==> config.mk <==
export PLATFORM = sky130hd
export DESIGN_NAME = param_seq_alu
export DESIGN_NICKNAME = d
export VERILOG_FILES = /design/src/rtl/param_seq_alu_pkg.sv /design/src/rtl/param_seq_alu_mul.sv /design/src/rtl/param_seq_alu.sv
export SDC_FILE = /design/constraint.sdc
export NUM_CORES = 1
export LEC_CHECK = 0
export CAP_MARGIN = 0
export CORE_MARGIN = 10
export CORE_UTILIZATION = 58
export CTS_BUF_LIST = sky130_fd_sc_hd__clkbuf_8 sky130_fd_sc_hd__clkbuf_16
export CTS_CLUSTER_DIAMETER = 50
export DETAILED_ROUTE_END_ITERATION = 12
export PLACE_DENSITY = 0.8
export RECOVER_POWER = 25
export SYNTH_ARGS = -nofsm -noshare
export SYNTH_HDL_FRONTEND = slang
export SYNTH_SLANG_ARGS = --single-unit
export TNS_END_PERCENT = 5
==> constraint.sdc <==
create_clock -name clk -period 3.3 [get_ports clk]
set_input_delay 0.495 -clock clk [delete_from_list [all_inputs] [get_ports clk]]
set_output_delay 0.495 -clock clk [all_outputs]
set_load 0.005 [all_outputs]
==> src/rtl/param_seq_alu_pkg.sv <==
// Shared opcode constants and controller state encoding for the sequential ALU.
package param_seq_alu_pkg;

    typedef enum logic {
        ST_IDLE = 1'b0,
        ST_MUL  = 1'b1
    } state_t;

    localparam logic [2:0] OP_OR   = 3'b000;
    localparam logic [2:0] OP_NAND = 3'b001;
    localparam logic [2:0] OP_NOR  = 3'b010;
    localparam logic [2:0] OP_AND  = 3'b011;
    localparam logic [2:0] OP_ADD  = 3'b100;
    localparam logic [2:0] OP_SUB  = 3'b101;
    localparam logic [2:0] OP_MUL  = 3'b110;
    localparam logic [2:0] OP_ACC  = 3'b111;

endpackage

==> src/rtl/param_seq_alu_mul.sv <==
// Iterative shift-add multiplier: bit 0 of B is consumed at start, one more bit per busy cycle.
module param_seq_alu_mul #(
    parameter int W = 4
) (
    input  logic           clk,
    input  logic           rst,
    input  logic           start,
    input  logic [W-1:0]   a,
    input  logic [W-1:0]   b,
    output logic           done,
    output logic [2*W-1:0] product
);
    localparam int CW = $clog2(W) + 1;

    logic [2*W-1:0] mcand_r;
    logic [2*W-1:0] partial_r;
    logic [W-1:0]   mplier_r;
    logic [CW-1:0]  count_r;
    logic           busy_r;

    // The final iteration is folded into the output so the result is ready as done rises.
    always_comb begin
        product = partial_r + (mplier_r[0] ? mcand_r : {(2*W){1'b0}});
        done    = busy_r && (count_r == CW'(W - 1));
    end

    // Shift registers, partial sum and iteration count.
    always_ff @(posedge clk) begin
        if (rst) begin
            busy_r    <= 1'b0;
            mcand_r   <= {(2*W){1'b0}};
            partial_r <= {(2*W){1'b0}};
            mplier_r  <= {W{1'b0}};
            count_r   <= {CW{1'b0}};
        end else if (start) begin
            busy_r    <= 1'b1;
            partial_r <= b[0] ? {{W{1'b0}}, a} : {(2*W){1'b0}};
            mcand_r   <= {{(W-1){1'b0}}, a, 1'b0};
            mplier_r  <= b >> 1;
            count_r   <= CW'(1);
        end else if (busy_r) begin
            busy_r    <= !done;
            partial_r <= product;
            mcand_r   <= mcand_r << 1;
            mplier_r  <= mplier_r >> 1;
            count_r   <= count_r + CW'(1);
        end else begin
            busy_r    <= 1'b0;
        end
    end

endmodule

==> src/rtl/param_seq_alu.sv <==
// Sequential ALU: single-cycle logic/arith/accumulate ops plus a W-cycle shift-add multiply.
module param_seq_alu
    import param_seq_alu_pkg::*;
#(
    parameter int W = 4
) (
    input  logic           clk,
    input  logic           rst,
    input  logic           i_valid,
    input  logic [2:0]     i_op,
    input  logic [2*W-1:0] i_data,
    output logic           o_ready,
    output logic           o_valid,
    output logic [2*W-1:0] o_result,
    output logic           o_carry,
    output logic           o_zero
);
    state_t         state_r;
    logic           ready_r;
    logic           valid_r;
    logic [2*W-1:0] result_r;
    logic           carry_r;
    logic           zero_r;
    logic [2*W-1:0] acc_r;

    logic [W-1:0]   a_s;
    logic [W-1:0]   b_s;
    logic           accept_s;
    logic [2*W-1:0] alu_res_s;
    logic           alu_carry_s;
    logic [2*W-1:0] acc_next_s;
    logic [2*W:0]   wide_s;
    logic           mul_done_s;
    logic [2*W-1:0] mul_product_s;

    assign a_s      = i_data[2*W-1:W];
    assign b_s      = i_data[W-1:0];
    assign accept_s = i_valid && ready_r;

    assign o_ready  = ready_r;
    assign o_valid  = valid_r;
    assign o_result = result_r;
    assign o_carry  = carry_r;
    assign o_zero   = zero_r;

    // Single-cycle result for every opcode except MUL; acc only moves on ACC.
    always_comb begin
        alu_res_s   = {(2*W){1'b0}};
        alu_carry_s = 1'b0;
        acc_next_s  = acc_r;
        wide_s      = {(2*W+1){1'b0}};
        case (i_op)
            OP_OR:   alu_res_s = {{W{1'b0}}, a_s | b_s};
            OP_NAND: alu_res_s = {{W{1'b0}}, ~(a_s & b_s)};
            OP_NOR:  alu_res_s = {{W{1'b0}}, ~(a_s | b_s)};
            OP_AND:  alu_res_s = {{W{1'b0}}, a_s & b_s};
            OP_ADD: begin
                wide_s      = (2*W+1)'(a_s) + (2*W+1)'(b_s);
                alu_res_s   = wide_s[2*W-1:0];
                alu_carry_s = wide_s[W];
            end
            OP_SUB: begin
                alu_res_s   = {{W{1'b0}}, b_s} - {{W{1'b0}}, a_s};
                alu_carry_s = (b_s < a_s);
            end
            OP_ACC: begin
                wide_s      = {1'b0, acc_r} + (2*W+1)'(a_s) + (2*W+1)'(b_s);
                acc_next_s  = wide_s[2*W-1:0];
                alu_res_s   = wide_s[2*W-1:0];
                alu_carry_s = wide_s[2*W];
            end
            default: alu_res_s = {(2*W){1'b0}};
        endcase
    end

    param_seq_alu_mul #(.W(W)) u_mul (
        .clk     (clk),
        .rst     (rst),
        .start   (accept_s && (i_op == OP_MUL)),
        .a       (a_s),
        .b       (b_s),
        .done    (mul_done_s),
        .product (mul_product_s)
    );

    // Controller FSM with registered handshake and result outputs.
    always_ff @(posedge clk) begin
        if (rst) begin
            state_r  <= ST_IDLE;
            ready_r  <= 1'b1;
            valid_r  <= 1'b0;
            result_r <= {(2*W){1'b0}};
            carry_r  <= 1'b0;
            zero_r   <= 1'b1;
            acc_r    <= {(2*W){1'b0}};
        end else begin
            case (state_r)
                ST_IDLE: begin
                    if (accept_s && (i_op == OP_MUL)) begin
                        state_r <= ST_MUL;
                        ready_r <= 1'b0;
                        valid_r <= 1'b0;
                    end else if (accept_s) begin
                        valid_r  <= 1'b1;
                        result_r <= alu_res_s;
                        carry_r  <= alu_carry_s;
                        zero_r   <= (alu_res_s == {(2*W){1'b0}});
                        acc_r    <= acc_next_s;
                    end else begin
                        valid_r  <= 1'b0;
                    end
                end
                ST_MUL: begin
                    if (mul_done_s) begin
                        state_r  <= ST_IDLE;
                        ready_r  <= 1'b1;
                        valid_r  <= 1'b1;
                        result_r <= mul_product_s;
                        carry_r  <= 1'b0;
                        zero_r   <= (mul_product_s == {(2*W){1'b0}});
                    end else begin
                        valid_r  <= 1'b0;
                    end
                end
                default: begin
                    state_r <= ST_IDLE;
                    ready_r <= 1'b1;
                    valid_r <= 1'b0;
                end
            endcase
        end
    end

endmodule
After elaboration in Yosys (flattened, before gate mapping) --
Cells that the tools add are included.
Cells by class: add/sub/neg operators 6, $lt $le $gt $ge 1, equality and inequality tests 12, mux-type cells 36, bitwise logic cells 6, reductions and logical operators 12
Operators by type and width (number):
- $pmux W8 S7 | 1
- $mux W8 | 6
- $mux W1 | 17
- $logic_not A8 Y1 | 2
- $pmux W8 S2 | 1
- $eq A3 B3 Y1 const B | 4
- $mux W5 | 2
- $pmux W1 S2 | 5
- $add A8 B4 Y9 | 1
- $add A9 B4 Y9 | 1
- $eq A3 B2 Y1 const B | 3
- $add A8 B8 Y8 | 1
- $not A4 Y4 | 2
- $mux W3 | 2
- $add A4 B4 Y5 | 1
- $sub A4 B4 Y5 | 1
- $and A4 B4 Y4 | 1
- $lt A4 B4 Y1 | 1
- $mux W4 | 1
- $ne A2 B1 Y1 const B | 2
- $ne A2 B2 Y1 const B | 2
- $or A4 B4 Y4 | 1
- $reduce_and A4 Y1 | 1
- $add A3 B1 Y3 const B | 1
- other kinds (10) | 13
Word-level totals: register bits 43, input port bits 14, output and inout bits 12

Logic depth before layout (Yosys ltp) --
depth in word-level cells 7, depth in mapped cells 12, depth with buffers taken out 12

Modules after synthesis --
From an unflattened synthesis, not the netlist that was laid out.
Second synthesis, totals: cells, all modules 370, area total of the unflattened synthesis 3079.2 um2
By module, submodules not included:
- param_seq_alu | times used 1, cells each 224, area an instance 1811.7 um2, sequential area each 420.4 um2
- param_seq_alu_mul | times used 1, cells each 146, area an instance 1267.5 um2, sequential area each 440.4 um2

Worst setup path before layout --
OpenSTA, ideal clock, no wires.
path type input-to-reg, start in i_data[5], end reg result_r[7] (netlist: o_result[7]), data arrival time 2770 ps, slack 413 ps, stages on the path 11, path buffers 0, cells stage by stage inv_1 > fa_1 > inv_1 > ha_1 > fa_1 > and3_1 > a211oi_2 > nor2_1 > xnor2_1 > o21ai_0 > a31o_2
On the way: word-level cells in the longest chain between the ends 6, elaborated cells on any way between the ends 7
Ends and longest elaborated chain:
- start: declaration | RTL line param_seq_alu.sv:11 | input logic [2*W-1:0] i_data,
- $add A8 B4 Y9 | RTL line param_seq_alu.sv:67 | wide_s = {1'b0, acc_r} + (2*W+1)'(a_s) + (2*W+1)'(b_s);
- $add A9 B4 Y9 | RTL line param_seq_alu.sv:67
- $pmux W8 S7 (*) | RTL line param_seq_alu.sv:52 | case (i_op)
- $mux W8 (*) | RTL line param_seq_alu.sv:103 | end else if (accept_s) begin
- $mux W8 (*) | RTL line param_seq_alu.sv:99 | if (accept_s && (i_op == OP_MUL)) begin
- $pmux W8 S2 (*) | RTL line param_seq_alu.sv:97 | case (state_r)
- end signal: assignment | RTL line param_seq_alu.sv:92 | result_r <= {(2*W){1'b0}};
- end signal: assignment | RTL line param_seq_alu.sv:105 | result_r <= alu_res_s;
- end signal: assignment | RTL line param_seq_alu.sv:118 | result_r <= mul_product_s;
- end: declaration | RTL line param_seq_alu.sv:21 | logic [2*W-1:0] result_r;
Every way passes the cells marked *; elsewhere a longest branch is shown, timed or not. The select of a mux whose other input is x is not followed. A chain may end at the register's enable or synchronous reset.

Final worst setup path --
start in i_data[1], end reg result_r[7] (netlist: o_result[7])
On the way: word-level cells in the longest chain between the ends 5, elaborated cells on any way between the ends 6
Ends and longest elaborated chain (RTL line):
- $add A9 B4 Y9 / $sub A4 B4 Y5 (equally long branches) | param_seq_alu.sv:67, param_seq_alu.sv:63
- $pmux W8 S7 (*) | param_seq_alu.sv:52
- $mux W8 (*) | param_seq_alu.sv:103
- $mux W8 (*) | param_seq_alu.sv:99
- $pmux W8 S2 (*) | param_seq_alu.sv:97
Marks and branches as above.

==> flow_summary.toml <==
[logic_synthesis]
synth-main-ff-cell = "dfxtp_1"
syn_nets = 398
ys_seq_area_share_pct = 28.96
async_reset_ff_share_pct = 0
postSynthCellCount = 351
synth_most_common_cell = "nor2_1"
yosys_register_bits = 43
synth_top_cell_area_share_pct = 28.96
yosys.area.top_type = "dfxtp_1"
synthTopCellsByArea = "dfxtp_1, ha_1, mux2i_1, nor2_1, fa_1"
synth_warnings = 0
synth_edf_count = 0
synth_cell_type_count = 50
syn_avg_cell_area_um2 = 8.470
synth.cell_area_mm2 = 0.002973
synth_commonest_cells = "nor2_1, dfxtp_1, a21oi_1"

[global_routing]
grt_pass1_wl_mm = 12.17
grt_pass1_vias = 2587
antenna_found_initial = 0
overflow = 0
grt_max_degree = 25
grt_usage_pct = 17.21

[detailed_routing]
wl_per_cell_um = 15.35
routed_wl_mm = 6.969
final_antenna_net_count = 0
drc_errors = 0
first_pass_iters = 4
vias = 2569
drtIter0Drc = 155
vias_per_cell = 5.659

[setup_path]
crit_chain = "clkdlybuf4s50_1, inv_1, fa_1, inv_1, ha_1, fa_1, and3_1, a211oi_2, nor2_1, xnor2_1, o21ai_0, a31o_2"
r2r_start = "acc_r[1]"
arrival_ns = 3.35
slowest_stage = "fa_1"
cp-end-kind = "register"
ff2ff_path_depth = 11
rr_endpoint = "o_result[7]"
critPathRequiredTime_ns = 3.50
crit_buf_inv = 3
critPathLaunchType = "input port"
max_stage_delay_ns = 0.54
crit_fanout = 3
worstSetupPathType = "input port to register"
worstSetupStartpoint = "i_data[1]"
reg2reg_slack_ns = 0.56
cp_top_family = "adder cells"

[sta]
clock_skew_ns = 0.007036
hold_viol = 0
setup_ws_ns = 0.1516
worst_pin_slew_ns = 1.002
layout_min_cycle_time_ns = 3.148
drv_slew = 0
rsz0062_at_grt = "no"
fin_setup_tns_ns = 0
fin_hold_ws_ns = 0.4666
setup_viol = 0
max-slew-margin-rel_pct = 33.23
period_share_pct = 95.41
max_freq_ghz = 0.3176

[power]
p_leak_nw = 1.488
vdd_drop_max_v = 0.0002205
p_per_area_mw_per_mm2 = 333.6

[cells_and_area]
diodes = 0
final_nets = 433
drive_gt1_share_pct = 8.786
synthToLayoutAreaGrowth_pct = 16.58
final_cells = 454

[cts]
hold_buffers = 0
h-tree-depth = 2
clk_pin_slew_ns = 0.08
clock-sinks = 43
cts_buffers = 5
cts_tree = "done"
clkLatencyLatePin_ns = 0.30
clock-root-buffer = "clkbuf_8"
ctsLongestPathBuffers = 2
postCtsSetupBuffers = 0

[floorplan]
rows = 25
die_area_mm2 = 0.008390
fp.coreArea_mm2 = 0.004848
die_w_um = 91.60
io_pins = 26
start_util_pct = 61.32
fp.dieH_um = 91.60

[run]
cap_violations = 0

[place]
dp_slack_ns = -0.1382
io_buffers = 25
routabilityCongestion = 0.8845
dp_hpwl_mm = 5.402
dp.cells = 446

[min_path]
min_from = "o_result[6]"
min_path_cells = 2
hold_path.class = "register to register"
hold_end = "o_result[6]"

[run_status]
outcome = "complete, no violations"
cell families after synthesis:
logic type               Yosys count  share of synthesized area (%)
buffers and inverters             39                          5.387
XOR/XNOR                          18                          5.303
flip-flops                        43                          28.96
adder cells (fa/ha/maj)           33                          15.91
AO/OA/AOI/OAI                     83                          17.97
AND/OR/NAND/NOR                  113                          19.02
multiplexers                      22                          7.449
report_power, final:
part	internal [mW]	switching, mW	total (mW)
Clock	0.145	0.180	0.325
Combinational	0.132	0.146	0.278
Sequential	0.538	0.0146	0.553
Total	0.816	0.341	1.16
layout by cell type (no fill, tap or decap), drive strengths merged, types with 5 or more instances in the layout:
| cell type | count |
|---|---|
| mux2i | 21 |
| o21ai | 13 |
| a21oi | 28 |
| buf | 19 |
| dlygate4sd3 | 11 |
| inv | 23 |
| nand3 | 10 |
| a211oi | 14 |
| nand3b | 5 |
| nand2b | 7 |
| fa | 8 |
| and2 | 6 |
| nand2 | 19 |
| xnor2 | 11 |
| ha | 25 |
| xor2 | 7 |
| clkdlybuf4s50 | 14 |
| dfxtp | 43 |
| nor2 | 45 |
| clkbuf | 6 |
layer usage:
metal / up-vias / part of all wire, % / global-route usage [%]
met3: 13 / 7.0 / 4.115
met2: 73 / 47 / 28.32
li1: 1295 / - / -
met4: 0 / 1.9 / 5.483
met1: 1188 / 45 / 21.56
met5: - / 0 / 0
per-stage QoR:
stage	power, mW	util, %	instance area [um^2]
3_5_place_dp	0.8423	69.70	3379
5_1_grt	1.222	71.48	3466
6_report	1.156	71.48	3466
4_1_cts	1.165	71.46	3465
3_3_place_gp	0.8340	69.70	3379
2_1_floorplan	0.7329	-	2973
worst register-to-register path, delay by kind of cell, from the launching register on:
kind	cells	cell delay, ns
AND/OR/NAND/NOR	2	0.31
adder cells (fa/ha/maj)	3	1.12
AO/OA/AOI/OAI	3	0.60
flip-flops	1	0.34
XOR/XNOR	1	0.18
buffers and inverters	2	0.10
worst max path at each step:
stage                       end  slack (ns)  depth (start not counted)
floorplan           o_result[7]        0.41                         11
global placement    o_result[7]       -0.09                         12
detailed placement  o_result[7]       -0.14                         12
CTS                 o_result[7]        0.16                         12
global route             o_zero        0.02                         13
finish              o_result[7]        0.15                         12
timing repair:
| action | 4_1_cts | 5_1_grt |
|---|---|---|
| hold endpoints to repair | 0 | 0 |
| gates resized for setup | 0 | 1 |
| endpoints found under the setup margin | 0 | 1 |
sequential cells by signal, summed over array words and instances, names as in the netlist:
signal	count
u_mul.partial_r	8
o_valid	1
u_mul.mplier_r	3
u_mul.busy_r	1
o_carry	1
o_result	8
o_zero	1
u_mul.count_r	3
o_ready	1
acc_r	8
u_mul.mcand_r	7
state_r	1
final cells by class:
| cell class | count | area [um^2] |
|---|---|---|
| multi-input cells | 269 | 1957 |
| fillers | 377 | 1383 |
| flip-flops and latches | 43 | 860.8 |
| repair buffers | 45 | 396.6 |
| well taps | 67 | 83.83 |
| inverters | 22 | 82.58 |
| clock buffers | 5 | 68.82 |
| clock inverters | 3 | 16.27 |
(Power assumes the default switching activity.)
